[src/rtl/mult_seq.sv]
`default_nettype none
// ============================================================================
// Module   : mult_seq
// Brief    : Sequential radix-2 shift-add multiplier (MULT/MULTU) with HI/LO
//            result registers; one multiplier bit per cycle.
// Revision : 1.0 - initial release
// ============================================================================
module mult_seq #(
    parameter int WIDTH = 32
) (
    input  logic             clk,
    input  logic             rst,
    input  logic             start,
    input  logic             is_signed,
    input  logic [WIDTH-1:0] a,
    input  logic [WIDTH-1:0] b,
    output logic [WIDTH-1:0] hi,
    output logic [WIDTH-1:0] lo,
    output logic             busy,
    output logic             done
);

    localparam int                 c_cnt_w    = $clog2(WIDTH) + 1;
    localparam logic [c_cnt_w-1:0] c_cnt_last = c_cnt_w'(WIDTH);
    localparam logic [c_cnt_w-1:0] c_cnt_one  = c_cnt_w'(1);

    typedef enum logic [1:0] {
        ST_IDLE = 2'd0,
        ST_RUN  = 2'd1,
        ST_DONE = 2'd2
    } state_t;

    state_t               state_q, state_d;
    logic [2*WIDTH-1:0]   mcand_q, mcand_d;
    logic [2*WIDTH-1:0]   acc_q, acc_d;
    logic [WIDTH-1:0]     mplier_q, mplier_d;
    logic [WIDTH-1:0]     hi_q, hi_d;
    logic [WIDTH-1:0]     lo_q, lo_d;
    logic [c_cnt_w-1:0]   cnt_q, cnt_d;
    logic                 neg_q, neg_d;

    logic [WIDTH-1:0]     w_mag_a;
    logic [WIDTH-1:0]     w_mag_b;
    logic [2*WIDTH-1:0]   w_result;

    // -2^(WIDTH-1) negates to itself, which is the correct unsigned magnitude.
    assign w_mag_a  = (is_signed && a[WIDTH-1]) ? -a : a;
    assign w_mag_b  = (is_signed && b[WIDTH-1]) ? -b : b;
    assign w_result = neg_q ? -acc_q : acc_q;

    always_ff @(posedge clk or posedge rst) begin
        if (rst) begin
            state_q  <= ST_IDLE;
            mcand_q  <= '0;
            acc_q    <= '0;
            mplier_q <= '0;
            hi_q     <= '0;
            lo_q     <= '0;
            cnt_q    <= '0;
            neg_q    <= 1'b0;
        end else begin
            state_q  <= state_d;
            mcand_q  <= mcand_d;
            acc_q    <= acc_d;
            mplier_q <= mplier_d;
            hi_q     <= hi_d;
            lo_q     <= lo_d;
            cnt_q    <= cnt_d;
            neg_q    <= neg_d;
        end
    end

    always_comb begin
        state_d  = state_q;
        mcand_d  = mcand_q;
        acc_d    = acc_q;
        mplier_d = mplier_q;
        hi_d     = hi_q;
        lo_d     = lo_q;
        cnt_d    = cnt_q;
        neg_d    = neg_q;

        unique case (state_q)
            ST_IDLE: begin
                if (start) begin
                    mcand_d  = {{WIDTH{1'b0}}, w_mag_a};
                    mplier_d = w_mag_b;
                    acc_d    = '0;
                    cnt_d    = '0;
                    neg_d    = is_signed & (a[WIDTH-1] ^ b[WIDTH-1]);
                    state_d  = ST_RUN;
                end
            end
            ST_RUN: begin
                // WIDTH step cycles, then one cycle that commits the result.
                if (cnt_q == c_cnt_last) begin
                    {hi_d, lo_d} = w_result;
                    state_d      = ST_DONE;
                end else begin
                    if (mplier_q[0]) begin
                        acc_d = acc_q + mcand_q;
                    end
                    mcand_d  = mcand_q << 1;
                    mplier_d = mplier_q >> 1;
                    cnt_d    = cnt_q + c_cnt_one;
                end
            end
            ST_DONE: begin
                state_d = ST_IDLE;
            end
            default: begin
                state_d = ST_IDLE;
            end
        endcase
    end

    assign hi   = hi_q;
    assign lo   = lo_q;
    assign busy = (state_q != ST_IDLE);
    assign done = (state_q == ST_DONE);

endmodule
`default_nettype wire
[config.mk]
export PLATFORM = sky130hd
export DESIGN_NAME = mult_seq
export DESIGN_NICKNAME = d
export VERILOG_FILES = /design/src/rtl/mult_seq.sv
export SDC_FILE = /design/constraint.sdc
export NUM_CORES = 1
export LEC_CHECK = 0
export CAP_MARGIN = 20
export CORE_UTILIZATION = 40
export DETAILED_ROUTE_END_ITERATION = 8
export PLACE_DENSITY = 0.57
export REMOVE_ABC_BUFFERS = 1
export SYNTH_ARGS = -nofsm -noshare
export SYNTH_HDL_FRONTEND = slang
export SYNTH_SLANG_ARGS = --single-unit
[constraint.sdc]
create_clock -name clk -period 17.89 [get_ports clk]
set_input_delay 3.578 -clock clk [delete_from_list [all_inputs] [get_ports clk]]
set_output_delay 3.578 -clock clk [all_outputs]
set_load 0.01 [all_outputs]
==> flow_summary.json <==
{
  "syn_inst": 1893,
  "r2r_end": "acc_q[52]$_DFFE_PP0P_",
  "cellLeakagePower_nw": 7.621,
  "syn_area_um2": 15350,
  "cp-end-kind": "register",
  "crit_arrival_ps": 7120,
  "grt_pass1_wl_um": 68960,
  "synthTopCellsByArea": "dfrtp_1 38%, o21ai_0 9.5%, nand2_1 8.5%, xor2_1 7.0%, ha_1 5.5%",
  "place_inst": 2441,
  "areaGrowthSynthToFinish_pct": 16.52,
  "yosysSeqAreaShare_pct": 37.99,
  "numCtsBuffers": 28,
  "syn_avg_cell_area_um2": 8.108,
  "die-area_um2": 39160,
  "synth_cell_type_count": 68,
  "critPathTopFamily": "simple AND/OR/NAND/NOR gates",
  "drc_errors": 0,
  "critPathLaunch": "b[4]",
  "synth_edf_count": 0,
  "ios": 134,
  "drtAntennaViolNets": 0,
  "dp_slack_ps": 10620,
  "setup_violations": 0,
  "cpPeakStageDelay_ps": 580,
  "power.density_nw_per_um2": 191.4,
  "die_h_um": 197.9,
  "wire_per_inst_um": 17.01,
  "hold_viol": 0,
  "critical_path_class": "input port to register",
  "cts_tree": "built",
  "power_mw": 3.422,
  "worst_r2r_startpoint": "acc_q[12]$_DFFE_PP0P_",
  "fin_nets": 2097,
  "htreeDepth": 1,
  "avgViaCountPerCell": 5.531,
  "start_kind": "input port",
  "crit_slowest_cell": "or4_1",
  "synth_most_common_cell": "nand2_1",
  "min-delay-start": "lo[26]$_DFFE_PP0P_",
  "grt_overflow": 0,
  "die_w_um": 197.9,
  "n_antenna_cell": 0,
  "synth_top_cell_area_share_pct": 37.99,
  "grt_antenna_before_repair": 0,
  "num_rows": 71,
  "final_cells": 2487,
  "required_ps": 18300,
  "ir_drop_mv": 0.09446,
  "post-route-min-period_ps": 6709,
  "synth.largest_area_cell": "dfrtp_1",
  "wirelength_um": 42310,
  "cp_num_buf_inv": 1,
  "cap_violations": 0,
  "rrSetupSlack_ps": 13250,
  "postCtsSetupBuffers": 0,
  "fin_crit_sh_pct": 37.50,
  "cts.path.max_buffers": 3,
  "grt_max_degree": 117,
  "slew_violations": 0,
  "postCtsResizedCells": 0,
  "synth_seq_cells": 233,
  "rr_worst_depth": 11,
  "holdCritPathClass": "register to register",
  "worst_pin_slew_ps": 964.2,
  "synth_common_cells": "349 x nand2_1, 292 x o21ai_0, 233 x dfrtp_1, 149 x a21oi_1, 123 x xor2_1",
  "cts_sinks": 233,
  "ctsHoldBuffers": 0,
  "status": "complete, no violations",
  "layout-drive-gt1-share_pct": 3.897,
  "portBuffers": 133,
  "dp_hpwl_um": 30930,
  "min_path_cells": 2,
  "coreArea_um2": 37760,
  "max_slew_margin_pct": 35.13,
  "async_reset_ff_share_pct": 100.0,
  "cp_cell_sequence": "clkdlybuf4s50_1, or4_1, nor4_1, nand3_1, or3_1, or2_2, o41ai_1, nand2_1, nor2_1, xor2_1, o22ai_1",
  "whs_endpoint": "lo[26]$_DFFE_PP0P_",
  "routabilityCongestion": 0.9484,
  "clock_latency_ps": 560,
  "grt_pass1_vias": 12897,
  "ys_warn_count": 0,
  "final.setup_skew_ps": 19.46,
  "rsz0062_at_grt": "false",
  "hold_ws_ps": 473.1,
  "firstDrtPassIters": 5,
  "clk_pin_slew_worst_paths_ps": 60,
  "start_util_pct": 40.65,
  "cts-root-buf": "clkbuf_16",
  "finalSetupTns_ps": 0,
  "fin_ws_ps": 11180,
  "synthFlopType": "dfrtp_1",
  "drt_iter0_markers": 842,
  "vias": 13755,
  "grt_usage_pct": 22.00,
  "critPathMaxFanout": 5,
  "fmax_mhz": 149.0
}
## report_power, final
group / total (mW) / leakage [nW] / switching (mW) / internal (mW)
combinational: 1.88 / 4.22 / 1.12 / 0.759
sequential: 1.02 / 3.00 / 0.244 / 0.771
clock: 0.530 / 0.406 / 0.225 / 0.305
## registers in the layout (all words and copies together) (netlist names)
| name | count |
|---|---|
| lo | 32 |
| mplier_q | 32 |
| cnt_q | 6 |
| mcand_q | 64 |
| acc_q | 64 |
| neg_q | 1 |
| hi | 32 |
| state_q | 2 |
## placed cells by master (no fill, tap or decap), drive strengths merged, types with 19 or more instances in the layout
master	instances
nand2	349
o21ai	296
dfrtp	233
a21oi	149
clkdlybuf4s50	133
xor2	123
nor2	112
ha	68
xnor2	46
a21o	44
clkbuf	38
inv	35
nand3	29
o31ai	28
or3	23
nor3	21
a31oi	20
nand4	19
## metal layers
metal,vias up,part of all wire (%),track usage [%]
li1,6838,-,-
met1,6568,49,31.66
met2,298,44,34.75
met3,51,5.1,3.015
met4,0,2.0,5.283
met5,-,0,0
## worst max path at each step
stage | endpoint | slack (ps) | cells after the start
2_1_floorplan | acc_q[0]$_DFFE_PP0P_ | 7920 | 1
3_3_place_gp | mplier_q[29]$_DFFE_PP0P_ | 10640 | 11
3_5_place_dp | mplier_q[29]$_DFFE_PP0P_ | 10620 | 11
4_1_cts | mplier_q[29]$_DFFE_PP0P_ | 11180 | 11
5_1_grt | mplier_q[29]$_DFFE_PP0P_ | 10930 | 11
6_report | mplier_q[29]$_DFFE_PP0P_ | 11180 | 11
## area by class of cell
cell class                 count  area [µm²]
clock buffer                  38       789.5
clock inverter                 8       47.55
fill                        3736       19870
inverter                      36       142.6
multi-input combinational   1518        9027
sequential                   233        5832
tap                          511       639.4
timing repair buffer         143        1406
## worst reg2reg max path, cell delays in order (launching register included)
cell,delay (ps)
dfrtp_1,440
ha_1,460
nand2_1,190
nor4_1,870
o21ai_0,580
a31oi_1,320
nor3_1,160
a21boi_0,720
a21oi_1,220
o21bai_1,270
xnor2_1,140
o21ai_0,90
## cells by family (layout without fill, tap and decap cells)
group                    count (synthesis)  in the layout  share of synthesized area (%)
buffers and inverters                  142            225                          3.481
AO/OA/AOI/OAI                          632            632                          24.06
multiplexers                             4              4                         0.2690
flip-flops                             233            233                          37.99
adder cells (fa/ha/maj)                 69             69                          5.674
XOR/XNOR                               169            169                          9.644
AND/OR/NAND/NOR                        644            644                          18.88
## metrics by stage
step,util (%),cell area [µm²]
after floorplan,-,14950
after global placement,45.15,17050
after detailed placement,45.15,17050
after CTS,47.37,17880
after global routing,47.37,17880
final,47.37,17880
(Power assumes the default switching activity.)
==> variant: new RTL, same flow settings <==
Change the parameter `WIDTH` from 32 to 64.
--- a/src/rtl/mult_seq.sv
+++ b/src/rtl/mult_seq.sv
@@ -6,7 +6,7 @@
 // Revision : 1.0 - initial release
 // ============================================================================
 module mult_seq #(
-    parameter int WIDTH = 32
+    parameter int WIDTH = 64
 ) (
     input  logic             clk,
     input  logic             rst,
Interface: changed (resized a, b, hi and lo); port bits go from 134 to 262. No check against the original RTL was run, so the function may have changed too.
==> variant against the original RTL <==
  * The run now ends with DRC left
  * Synthesized area rose by 100%
  * Worst setup slack got worse by 0.60 ns
  * Largest cell class unchanged
  * Critical endpoint is now mplier_q[61]
  * Largest power group unchanged
  * Fmax fell by 8.3%
  * Register-to-register slack got worse by 0.83 ns
  * First-iteration DRC count rose to 2.5 times the old value
  * Die area rose by 100%
  * Power rose by 99%
  * Cell area rose by 100%
  * Core utilization fell by 0.27 points
  * Worst hold slack improved by 0.0015 ns
  * Sequential share of layout area fell by 1.1 points
  * Wire length rose by 140%
  * Sequential cell count rose by 225
==> variant: results (changes against the original RTL) <==
Detailed routing
  • # DRC: 2 (+2)
  • First drt pass iteration count: 7 (+2)
  • Top Layer Used: met5
  • Met2 routed WL: 46.2 mm (+150%)
  • Met1 Wirelength: 49.1 mm (+140%)
  • Routed vias: 29200 (+110%)
  • Via/cell ratio: 5.65 (+2.1%)
  • Met3 Wirelength: 5.09 mm (+140%)
  • WL final: 103 mm (+140%)
  • Iter 0 DRT Violations: 2134 (+150%)

GRT
  • GRT Resource Usage Total: 0.258 (+0.0378)
  • Met3 usage: 0.0322 (+0.00209)
  • Antenna violations before repair: 5 (+5)
  • M2 GR Usage: 0.408 (+0.0605)
  • Met1 usage: 0.371 (+0.0547)
  • Number of global-route vias before repair: 27600 (+110%)
  • Largest net degree at the start of global routing: 163 (+39%)
  • First-pass GRT wire length: 161 mm (+130%)

Status
  • Failing checks: DRC
  • Status: finished with violations

Yosys
  • Adder-cell share of the synthesized area: 0.0535 (-0.00325)
  • Post-synth top cells: nand2_1 (733), o21ai_0 (497), dfrtp_1 (458), a21oi_1 (348), nor2_1 (304)
  • Post-synthesis mux area share: 0.00128 (-0.00141)
  • Sequential share of the synthesized area: 0.367 (-0.0132)
  • Post-synthesis area per instance: 7.86 µm² (-3.1%)
  • XOR/XNOR Fraction of Synth Area: 0.0984 (+0.00193)
  • Count of cell types in the netlist: 73 (+7.4%)
  • Cells taking the most area after synthesis: dfrtp_1 (37%), nand2_1 (8.8%), o21ai_0 (8.0%)
  • Synth Area in Compound Gates: 0.226 (-0.0145)

Setup path
  • Worst-path maximum fanout: 6 (+1)
  • WP data arrival: 7.85 ns (+0.73 ns)
  • Critical Path Max Stage Delay: 0.61 ns (+0.03 ns)

Clock network
  • Num CTS Buffers: 55 (+96%)
  • H-tree depth: 2 (+1)
  • Clock Latency Late Sink: 0.62 ns (+0.06 ns)
  • Setup Fix Bufs, Post-CTS: 0 (unchanged)

Placed design
  • Cell Area, Placed: 34600 µm² (+100%)
  • DP Worst Slack: 10.0 ns (-0.619 ns)
  • Dpl cells: 5077 (+110%)
  • GP Congestion: 0.931 (-1.9%)
  • # port buffers: 261 (+96%)
  • Final HPWL DP: 76.0 mm (+150%)

Pwr
  • Sequential power: 1.95 mW (+91%)
  • Int Power: 3.52 mW (+92%)
  • Logic power comb: 3.69 mW (+96%)
  • Maximum VDD drop: 0.114 mV (+21%)
  • Leak: 15.0 nW (+97%)
  • Total power: 6.80 mW (+99%)

Cells and area
  • Regs by FF count: acc_q (128), mcand_q (128)
  • Share of cells above drive strength 1: 0.0365 (-0.00246)
  • Final layout net count: 4359 (+110%)

Timing
  • Tightest Pin Transition: 1.15 ns (+0.186 ns)
  • Clock skew: 0.0126 ns (-0.00687 ns)
==> variant: cell types whose count changed after synthesis, moves of 97 or more <==
cell	unedited run	this run
a21oi_1	149	348
nand2_1	349	733
o21ai_0	292	497
dfrtp_1	233	458
nor2_1	112	304
clkbuf_1	98	207
xor2_1	123	220
==> variant: final timing paths <==
path	start	endpoint	slack, ns	cells past startpoint
setup / recovery	b[8]	mplier_q[61]	10.58	12
hold / removal	lo[38]	lo[38]	0.47	2
setup reg to reg	acc_q[0]	acc_q[124]	12.42	14
hold reg to reg	lo[38]	lo[38]	0.47	2
max in group asynchronous	rst	neg_q	12.00	4
min in group asynchronous	rst	lo[33]	3.46	2
==> variant: area by class of cell <==
class | instances | area [µm²]
fill | 7851 | 40900
clock inverter | 14 | 179
sequential | 458 | 11500
timing repair buffer | 286 | 2830
clock buffer | 85 | 1640
tap | 1040 | 1300
inverter | 71 | 274
antenna | 1 | 2.50
multi-input combinational | 3222 | 18700
